==> src/rtl/hc595_scan_ctrl.sv <==
// hc595_scan_ctrl: multiplexed scan of up to eight 7-segment digits through
// two cascaded 74HC595 shift registers.
// For each digit the controller builds a 16-bit word {sel, seg}, shifts it
// MSB first on ds/shcp, pulses stcp to latch it, and then dwells before
// moving on to the next digit.
//
// Ports:
//   clk        system clock
//   reset      synchronous, active-high reset
//   en         scan enable; the current digit always runs to the end of its dwell
//   disp_data  hex nibbles, digit k = disp_data[4k+3:4k]
//   dp         decimal point per digit (1 = lit)
//   blank      blank per digit (1 = all segments off)
//   ds         HC595 serial data (registered)
//   shcp       HC595 shift clock (registered)
//   stcp       HC595 storage clock (registered)
//   oe_n       HC595 output enable, active low (registered)
//   busy       high whenever the FSM is not idle
//   frame_done one-cycle pulse as the last digit's dwell completes
module hc595_scan_ctrl #(
  parameter int unsigned CLK_DIV     = 2,
  parameter int unsigned N_DIGITS    = 6,
  parameter int unsigned SCAN_CYCLES = 50000
) (
  input  logic                  clk,
  input  logic                  reset,
  input  logic                  en,
  input  logic [4*N_DIGITS-1:0] disp_data,
  input  logic [N_DIGITS-1:0]   dp,
  input  logic [N_DIGITS-1:0]   blank,
  output logic                  ds,
  output logic                  shcp,
  output logic                  stcp,
  output logic                  oe_n,
  output logic                  busy,
  output logic                  frame_done
);

  localparam int unsigned DivW   = (CLK_DIV > 1) ? $clog2(CLK_DIV) : 1;
  localparam int unsigned DwellW = (SCAN_CYCLES > 1) ? $clog2(SCAN_CYCLES) : 1;
  localparam logic [DivW-1:0]   DivMax    = DivW'(CLK_DIV - 1);
  localparam logic [DwellW-1:0] DwellMax  = DwellW'(SCAN_CYCLES - 1);
  localparam logic [2:0]        LastDigit = 3'(N_DIGITS - 1);

  typedef enum logic [2:0] {StIdle, StLoad, StShift, StLatch, StDwell} state_e;

  state_e              state_q, state_d;
  logic [2:0]          digit_q, digit_d;
  logic [15:0]         word_q, word_d;
  logic [3:0]          bit_q, bit_d;
  logic [DivW-1:0]     div_q, div_d;
  logic [DwellW-1:0]   dwell_q, dwell_d;
  logic                shcp_q, shcp_d;
  logic                stcp_q, stcp_d;
  logic                oe_n_q, oe_n_d;
  logic                div_done, dwell_done, last_digit;
  logic [7:0]          sel, seg;
  logic [3:0]          nibble;

  // Active-low segments, bit order {dp,g,f,e,d,c,b,a}.
  function automatic logic [7:0] hex_to_seg(input logic [3:0] v);
    logic [7:0] s;
    unique case (v)
      4'h0: s = 8'hC0;
      4'h1: s = 8'hF9;
      4'h2: s = 8'hA4;
      4'h3: s = 8'hB0;
      4'h4: s = 8'h99;
      4'h5: s = 8'h92;
      4'h6: s = 8'h82;
      4'h7: s = 8'hF8;
      4'h8: s = 8'h80;
      4'h9: s = 8'h90;
      4'hA: s = 8'h88;
      4'hB: s = 8'h83;
      4'hC: s = 8'hC6;
      4'hD: s = 8'hA1;
      4'hE: s = 8'h86;
      default: s = 8'h8E;
    endcase
    return s;
  endfunction

  assign div_done   = (div_q == DivMax);
  assign dwell_done = (dwell_q == DwellMax);
  assign last_digit = (digit_q == LastDigit);

  // Word for the current digit; only sampled into word_q while in StLoad.
  always_comb begin
    nibble = disp_data[{digit_q, 2'b00} +: 4];
    sel    = 8'b1 << digit_q;
    seg    = hex_to_seg(nibble);
    if (dp[digit_q]) begin
      seg[7] = 1'b0;
    end
    if (blank[digit_q]) begin
      seg = 8'hFF;
    end
  end

  // State register
  always_ff @(posedge clk) begin
    if (reset) begin
      state_q <= StIdle;
    end else begin
      state_q <= state_d;
    end
  end

  // Next-state logic
  always_comb begin
    state_d = state_q;
    unique case (state_q)
      StIdle:  if (en) state_d = StLoad;
      StLoad:  state_d = StShift;
      StShift: if (div_done && shcp_q && bit_q == 4'd15) state_d = StLatch;
      StLatch: if (div_done) state_d = StDwell;
      StDwell: if (dwell_done) state_d = en ? StLoad : StIdle;
      default: state_d = StIdle;
    endcase
  end

  // Datapath next-state; pin registers are updated on the transition edge so
  // each pin is already correct in the first cycle of the new phase.
  always_comb begin
    digit_d = digit_q;
    word_d  = word_q;
    bit_d   = bit_q;
    div_d   = div_q;
    dwell_d = dwell_q;
    shcp_d  = shcp_q;
    stcp_d  = stcp_q;
    oe_n_d  = oe_n_q;
    unique case (state_q)
      StLoad: begin
        word_d = {sel, seg};
        bit_d  = '0;
        div_d  = '0;
        shcp_d = 1'b0;
      end
      StShift: begin
        if (div_done) begin
          div_d = '0;
          if (!shcp_q) begin
            shcp_d = 1'b1;
          end else begin
            // Falling shcp: advance to the next bit; ds is word_q[15].
            shcp_d = 1'b0;
            word_d = {word_q[14:0], 1'b0};
            bit_d  = bit_q + 4'd1;
            if (bit_q == 4'd15) begin
              stcp_d = 1'b1;
            end
          end
        end else begin
          div_d = div_q + 1'b1;
        end
      end
      StLatch: begin
        if (div_done) begin
          div_d   = '0;
          stcp_d  = 1'b0;
          oe_n_d  = 1'b0;
          dwell_d = '0;
        end else begin
          div_d = div_q + 1'b1;
        end
      end
      StDwell: begin
        if (dwell_done) begin
          dwell_d = '0;
          digit_d = last_digit ? 3'd0 : digit_q + 3'd1;
          if (!en) begin
            oe_n_d = 1'b1;
          end
        end else begin
          dwell_d = dwell_q + 1'b1;
        end
      end
      default: ;
    endcase
  end

  always_ff @(posedge clk) begin
    if (reset) begin
      digit_q <= '0;
      word_q  <= '0;
      bit_q   <= '0;
      div_q   <= '0;
      dwell_q <= '0;
      shcp_q  <= 1'b0;
      stcp_q  <= 1'b0;
      oe_n_q  <= 1'b1;
    end else begin
      digit_q <= digit_d;
      word_q  <= word_d;
      bit_q   <= bit_d;
      div_q   <= div_d;
      dwell_q <= dwell_d;
      shcp_q  <= shcp_d;
      stcp_q  <= stcp_d;
      oe_n_q  <= oe_n_d;
    end
  end

  // Outputs
  always_comb begin
    ds         = word_q[15];
    shcp       = shcp_q;
    stcp       = stcp_q;
    oe_n       = oe_n_q;
    busy       = (state_q != StIdle);
    frame_done = !reset && (state_q == StDwell) && dwell_done && last_digit;
  end

endmodule

==> config.mk <==
export PLATFORM = sky130hd
export DESIGN_NAME = hc595_scan_ctrl
export DESIGN_NICKNAME = d
export VERILOG_FILES = /design/src/rtl/hc595_scan_ctrl.sv
export SDC_FILE = /design/constraint.sdc
export NUM_CORES = 1
export LEC_CHECK = 0
export ABC_CLOCK_PERIOD_IN_PS = 2800
export CORE_MARGIN = 5
export CORE_UTILIZATION = 30
export DETAILED_ROUTE_END_ITERATION = 8
export PLACE_DENSITY = 0.48
export SYNTH_ARGS = -nofsm -noshare
export SYNTH_HDL_FRONTEND = slang
export SYNTH_SLANG_ARGS = --single-unit
export TNS_END_PERCENT = 50
==> constraint.sdc <==
create_clock -name clk -period 2.8 [get_ports clk]
set_input_delay 0.56 -clock clk [delete_from_list [all_inputs] [get_ports clk]]
set_output_delay 0.56 -clock clk [all_outputs]
set_load 0.02 [all_outputs]
==> results of run 1 <==
-- layout by cell type, fill, tap and decap left out, drive strengths merged, types with 3 or more instances in the layout --
cell type and count:
clkdlybuf4s50 42, mux2i 18, and2 6, ha 10, nand4b 3, inv 8
mux2 4, buf 15, o41ai 5, nand2b 3, and3 5, nand3b 6
nand2 34, a311oi 10, dfxtp 46, nand4 3, clkbuf 5, a211oi 6
nor4 4, a22oi 3, o21ai 13, o22ai 5, a21oi 27, nand3 8
nor2 51, nor3 21, a221oi 4
-- metrics by stage --
stage	area, um^2	setup WS [ns]	hold slack [ns]
after CTS	3500	0.159	0.459
final	3500	0.219	0.461
after global routing	3500	0.0725	0.509
after global placement	3420	0.0892	0.442
after floorplan	2840	0.566	0.433
after detailed placement	3420	0.0832	0.446
-- logic make-up (layout without fill, tap and decap cells) --
kind of cell	Yosys count	in the layout	synth area share
AO/OA/AOI/OAI	84	84	0.200
buffers and inverters	31	73	0.0546
AND/OR/NAND/NOR	157	157	0.278
flip-flops	46	46	0.324
adder cells (fa/ha/maj)	10	10	0.0440
XOR/XNOR	4	4	0.0123
multiplexers	23	23	0.0872
-- flip-flops by register name (all words and copies together) (netlist names) --
register / count
bit_q: 4
digit_q: 3
div_done: 1
dwell_q: 16
oe_n: 1
shcp: 1
state_q: 3
stcp: 1
word_q: 16
-- cells in the mapped netlist, types with 7 or more instances --
cell type	instances	area, um^2
nor2_1	47	176
nand3_1	8	40.0
nor3_1	21	105
ha_1	10	125
dfxtp_1	46	921
mux2i_1	18	180
nand2_1	34	128
buf_2	7	35.0
inv_1	8	30.0
clkbuf_1	12	45.0
o21ai_0	13	65.1
a21oi_1	26	130
a311oi_1	10	87.6
-- routing by layer --
metal	wire length (um)	vias up	track usage	part of all wire
met5	0	-	0	0
met4	116	0	0.0365	0.016
met3	334	10	0.0282	0.045
met2	3470	72	0.227	0.46
met1	3560	1225	0.172	0.48
li1	-	1377	-	-
-- tightest hold or removal path, stage by stage, from the launching register on --
cell     delay, ns
dfxtp_1       0.32
nand2_1       0.05
a21oi_1       0.05
-- report_power, final --
group          switching (mW)  internal (mW)
Combinational           0.111          0.114
Clock                   0.228          0.168
Sequential             0.0163          0.677
Total                   0.355          0.959
-- what timing repair did --
item,4_1_cts,5_1_grt
hold buffers,0,0
gates resized for setup,2,1
endpoints found under the setup margin,1,2
pin swaps,0,0
-- final cells by class --
cell class,count,area (um^2),area share
flip-flops and latches,46,922,0.263
clock buffers,5,68.8,0.0196
inverters,8,30.0,0.00857
multi-input cells,278,1770,0.506
well taps,129,161,0.0461
clock inverters,2,10.0,0.00286
repair buffers,58,539,0.154
-- worst min-delay path by stage --
stage,from,endpoint,slack (ns),depth (start not counted)
floorplan,word_q[7]$_SDFFE_PP0P_,word_q[7]$_SDFFE_PP0P_,0.43,2
global placement,word_q[7]$_SDFFE_PP0P_,word_q[7]$_SDFFE_PP0P_,0.44,2
detailed placement,word_q[7]$_SDFFE_PP0P_,word_q[7]$_SDFFE_PP0P_,0.45,2
CTS,word_q[7]$_SDFFE_PP0P_,word_q[7]$_SDFFE_PP0P_,0.46,2
global route,word_q[2]$_SDFFE_PP0P_,word_q[2]$_SDFFE_PP0P_,0.51,2
finish,word_q[7]$_SDFFE_PP0P_,word_q[7]$_SDFFE_PP0P_,0.46,2
==> qor.yml, run 1 <==
gp_congestion: 0.882
fillerInstances: 982
cts_buffers: 5
grt_max_degree: 52
r2r_slack_ns: 0.22
drive_gt1_frac: 0.0957
clock-sinks: 46
period_share: 0.922
syn-instance-count: 355
dp.cells: 519
slew_headroom: 0.468
synth_warnings: 0
crit_buf_inv: 1
dieArea_mm2: 0.0115
synthFlopType: "dfxtp_1"
core_mm2: 0.00924
antenna_found_initial: 0
clk_latency_ns: 0.30
synth_fp_nets: 404
worst_setup_path_start_kind: "flop"
final_util: 0.379
cpMaxStageDelayCell: "a2111oi_0"
ys_types: 53
routed-via-count: 2684
cts_tree: "done"
yosysSeqAreaShare: 0.324
power.leakage_nw: 1.19
synth_area_mm2: 0.00284
endpoint: "word_q[3]$_SDFFE_PP0P_"
cp.depth: 7
totalPowerFinal_mw: 1.31
start_util: 0.308
synthArstFlopShare: 0
grt_pass1_vias: 2688
crit_fanout: 11
cp_slowest_stage_delay_ns: 0.59
synth.ff_latch_count: 46
critPathRequiredTime_ns: 2.96
final-max-slew-violation-count: 0
die_y_um: 107
path_clk_slew_ns: 0.09
finalCriticalPeriod_ns: 2.58
setup_tns_ns: 0
cts_root_buf: "clkbuf_8"
rr_worst_depth: 7
syn_to_final_growth_pct: 23.3
core.rowCount: 35
grt_usage: 0.134
overflow: 0
finalSetupViolCount: 0
clock_path_buffers: 2
peakVddDrop_v: 0.000186
ant_nets: 0
path_cells: "buf_4 > or2_1 > o22ai_1 > a21oi_1 > nand2_1 > a2111oi_0 > o41ai_1"
powerDensity_mw_per_mm2: 375
arrival_ns: 2.74
max_freq_ghz: 0.387
drc: 0
dp_hpwl_um: 5530
fin_cells: 526
r2r-start: "digit_q[0]$_SDFFE_PP0P_"
n_antenna_cell: 0
postCtsSetupBuffers: 0
dr.pass1.iters: 4
cp_top_family: "compound AO/OA/AOI/OAI gates"
cap_violations: 0
wire_per_inst_um: 14.2
wl_um: 7480
critical_path.startpoint: "digit_q[0]$_SDFFE_PP0P_"
nets: 446
tightest_slew_ns: 0.798
grt_pass1_wl_um: 12800
ios: 45
rsz0062_at_grt: "no"
port-buffer-count: 44
cp-end-kind: "flop"
die_w_um: 107
status: "finished, final reports clean"
synth-edff-count: 0
path_class: "flop to flop"
worstHoldPathType: "flop to flop"
skew_ns: 0.00547
avgSynthCellArea_um2: 8.00
htreeDepth: 2
r2r_end: "word_q[3]$_SDFFE_PP0P_"
hold_violations: 0
drt_iter0_markers: 111
post_drt_via_cell_ratio: 5.10
(Power assumes the default switching activity.)
==> run 2: changes to the inputs <==
--- a/config.mk
+++ b/config.mk
@@ -5,11 +5,11 @@
 export SDC_FILE = /design/constraint.sdc
 export NUM_CORES = 1
 export LEC_CHECK = 0
-export ABC_CLOCK_PERIOD_IN_PS = 2800
+export ABC_CLOCK_PERIOD_IN_PS = 2300
 export CORE_MARGIN = 5
 export CORE_UTILIZATION = 30
 export DETAILED_ROUTE_END_ITERATION = 8
-export PLACE_DENSITY = 0.48
+export PLACE_DENSITY = 0.49
 export SYNTH_ARGS = -nofsm -noshare
 export SYNTH_HDL_FRONTEND = slang
 export SYNTH_SLANG_ARGS = --single-unit
==> constraint.sdc (replaced) <==
create_clock -name clk -period 2.3 [get_ports clk]
set_input_delay 0.46 -clock clk [delete_from_list [all_inputs] [get_ports clk]]
set_output_delay 0.46 -clock clk [all_outputs]
set_load 0.02 [all_outputs]
==> run 2 against run 1 <==
Net effect: sequential share of layout area down 2.3 points; cell area is 9.9% higher; largest cell class unchanged; utilization grew 3.8 points; wire length grew 2.3%; highest routed layer unchanged; die area unchanged; register-to-register slack about the same.
==> qor.yml, run 2 (synthesized netlist as in run 1, its figures left out) <==
status: "finished, final reports clean"  # unchanged
hold_violations: 0  # unchanged
r2r_slack_ns: 0.22  # about the same
crit_buf_inv: 2  # was 1
routed-via-count: 2783  # was 2684
power.leakage_nw: 1.40  # was 1.19 nW
ant_nets: 0  # unchanged
dp_hpwl_um: 5810  # was 5530 um
cp-end-kind: "flop"  # unchanged
worst_setup_path_start_kind: "input pin"  # was flop
path_clk_slew_ns: 0.10  # was 0.09 ns
worstHoldPathType: "flop to flop"  # unchanged
core.rowCount: 35  # unchanged
skew_ns: 0.0128  # was 0.00547 ns
min_to: "word_q[7]$_SDFFE_PP0P_"  # unchanged
drt_iter0_markers: 151  # was 111
rr_worst_depth: 7  # unchanged
start_util: 0.308  # unchanged
path_cells: "clkdlybuf4s50_1 > mux2_2 > a21oi_2 > inv_1 > ha_1 > mux2_2 > a221oi_1 > o41ai_1"  # was buf_4 > or2_1 > o22ai_1 > a21oi_1 > nand2_1 > a2111oi_0 > o41ai_1
port-buffer-count: 44  # unchanged
totalPowerFinal_mw: 1.74  # was 1.31 mW
grt_pass1_vias: 2806  # was 2688
post_drt_via_cell_ratio: 4.93  # was 5.10
worstHoldStart: "word_q[7]$_SDFFE_PP0P_"  # unchanged
syn_to_final_growth_pct: 35.5  # was 23.3%
tightest_slew_ns: 0.533  # was 0.798 ns
crit_fanout: 3  # was 11
cp_slowest_stage_delay_ns: 0.39  # was 0.59 ns
dr.pass1.iters: 4  # unchanged
placed_area_mm2: 0.00370  # was 0.00342 mm^2
drc: 0  # unchanged
ios: 45  # unchanged
peakVddDrop_v: 0.000226  # was 0.000186 V
postCtsSetupBuffers: 0  # unchanged
overflow: 0  # unchanged
finalSetupViolCount: 0  # unchanged
final-max-slew-violation-count: 0  # unchanged
r2r_end: "word_q[4]$_SDFFE_PP0P_"  # was word_q[3]$_SDFFE_PP0P_
gp_congestion: 0.792  # was 0.882
final_common_cell: "buf_4"  # was nor2_1
min_path_cells: 2  # unchanged
drive_gt1_frac: 0.190  # was 0.0957
cts_buffers: 5  # unchanged
path_class: "input pin to flop"  # was flop to flop
rsz0062_at_grt: "no"  # unchanged
slew_headroom: 0.644  # was 0.468
design_area_mm2: 0.00385  # was 0.00350 mm^2
clock-sinks: 46  # unchanged
critPathRequiredTime_ns: 2.48  # was 2.96 ns
n_antenna_cell: 0  # unchanged
grt_usage: 0.138  # was 0.134
wl_um: 7650  # was 7480 um
arrival_ns: 2.29  # was 2.74 ns
cts_tree: "done"  # unchanged
grt_pass1_wl_um: 13100  # was 12800 um
cap_violations: 0  # unchanged
powerDensity_mw_per_mm2: 453  # was 375 mW/mm^2
fillerInstances: 952  # was 982
ctsHoldBuffers: 0  # unchanged
period_share: 0.918
cpMostUsedCell: "mux2_2"
die_w_um: 107  # unchanged
wire_per_inst_um: 13.5  # was 14.2 um
nets: 484  # was 446
clock_path_buffers: 2  # unchanged
reg_top3: "dwell_q: 16 flops, word_q: 16 flops, bit_q: 4 flops"  # unchanged
grt_max_degree: 52  # unchanged
cts_root_buf: "clkbuf_8"  # unchanged
htreeDepth: 2  # unchanged
r2r-start: "digit_q[0]$_SDFFE_PP0P_"  # unchanged
max_freq_ghz: 0.473
cp_top_family: "compound AO/OA/AOI/OAI gates"  # unchanged
finalCriticalPeriod_ns: 2.11
clk_latency_ns: 0.30  # about the same
core_mm2: 0.00924  # unchanged
dieArea_mm2: 0.0115  # unchanged
mostFrequentLayoutCells: "buf_4, nor2_1, dfxtp_1, clkdlybuf4s50_1, nand2_1"  # was nor2_1, dfxtp_1, clkdlybuf4s50_1, nand2_1, a21oi_1
antenna_found_initial: 0  # unchanged
cpMaxStageDelayCell: "clkdlybuf4s50_1"  # was a2111oi_0
die_y_um: 107  # unchanged
[run 2: cell count changes in the layout (fill, tap and decap cells not counted)]
| cell | before | now |
|---|---|---|
| nor4bb_4 | 0 | 1 |
| nor4_2 | 0 | 1 |
| a21oi_1 | 26 | 25 |
| nor4bb_1 | 1 | 0 |
| dfxtp_2 | 1 | 2 |
| dlygate4sd2_1 | 1 | 0 |
| nor4b_1 | 1 | 0 |
| dfxtp_1 | 45 | 44 |
| bufinv_16 | 0 | 1 |
| buf_4 | 14 | 53 |
| a21oi_2 | 1 | 2 |
| nor4_1 | 4 | 3 |
| nor4b_2 | 0 | 1 |
[run 2: layout make-up]
class | count | area [um^2] | area share
timing repair buffer | 96 | 823 | 0.214
tap | 129 | 161 | 0.0419
clock inverter | 3 | 40.0 | 0.0104
clock buffer | 5 | 68.8 | 0.0179
inverter | 8 | 30.0 | 0.00780
sequential | 46 | 923 | 0.240
multi-input combinational | 278 | 1800 | 0.468
[run 2: how the worst max path moves through the flow]
| stage | startpoint | endpoint | cells after the start |
|---|---|---|---|
| 6_report | disp_data[9] | word_q[6]$_SDFFE_PP0P_ | 8 |
| 5_1_grt | dwell_q[9]$_SDFFE_PP0P_ | frame_done | 4 |
| 4_1_cts | dwell_q[9]$_SDFFE_PP0P_ | frame_done | 4 |
| 3_5_place_dp | disp_data[1] | word_q[6]$_SDFFE_PP0P_ | 8 |
| 3_3_place_gp | disp_data[1] | word_q[3]$_SDFFE_PP0P_ | 8 |
| 2_1_floorplan | digit_q[1]$_SDFFE_PP0P_ | word_q[6]$_SDFFE_PP0P_ | 8 |
[run 2: worst reg2reg max path, cell delays in order (launching register included)]
cell and delay, ns:
dfxtp_2 0.37, buf_4 0.18, or2_1 0.28, nor2_2 0.29, nor2_4 0.12, nor3_1 0.29
a221oi_1 0.15, o41ai_1 0.32
[run 2: repair_timing]
action,CTS,global route
gates resized for setup,10,4
pin swaps,0,2
endpoints found under the setup margin,2,3
[run 2: power by group]
group	total (mW)	internal [mW]	switching (mW)
Combinational	0.294	0.152	0.142
Sequential	0.841	0.824	0.0169
Clock	0.609	0.321	0.289
[run 2: routing by layer]
layer	up-vias	global-route usage	wire, um
met3	6	0.0318	316
met2	53	0.239	3580
met5	-	0	0
met4	0	0.0329	82
li1	1452	-	-
met1	1272	0.174	3670
[run 2: metrics by stage]
step	hold WS (ns)	util	worst slack (ns)	instances	TNS, ns
6_report	0.461	0.417	0.188	565	0
2_1_floorplan	0.433	-	0.0758	355	0
3_3_place_gp	0.442	0.401	-0.216	557	-0.968
5_1_grt	0.485	0.417	0.00620	565	0
4_1_cts	0.462	0.417	0.0242	565	0
3_5_place_dp	0.448	0.401	-0.241	557	-1.10
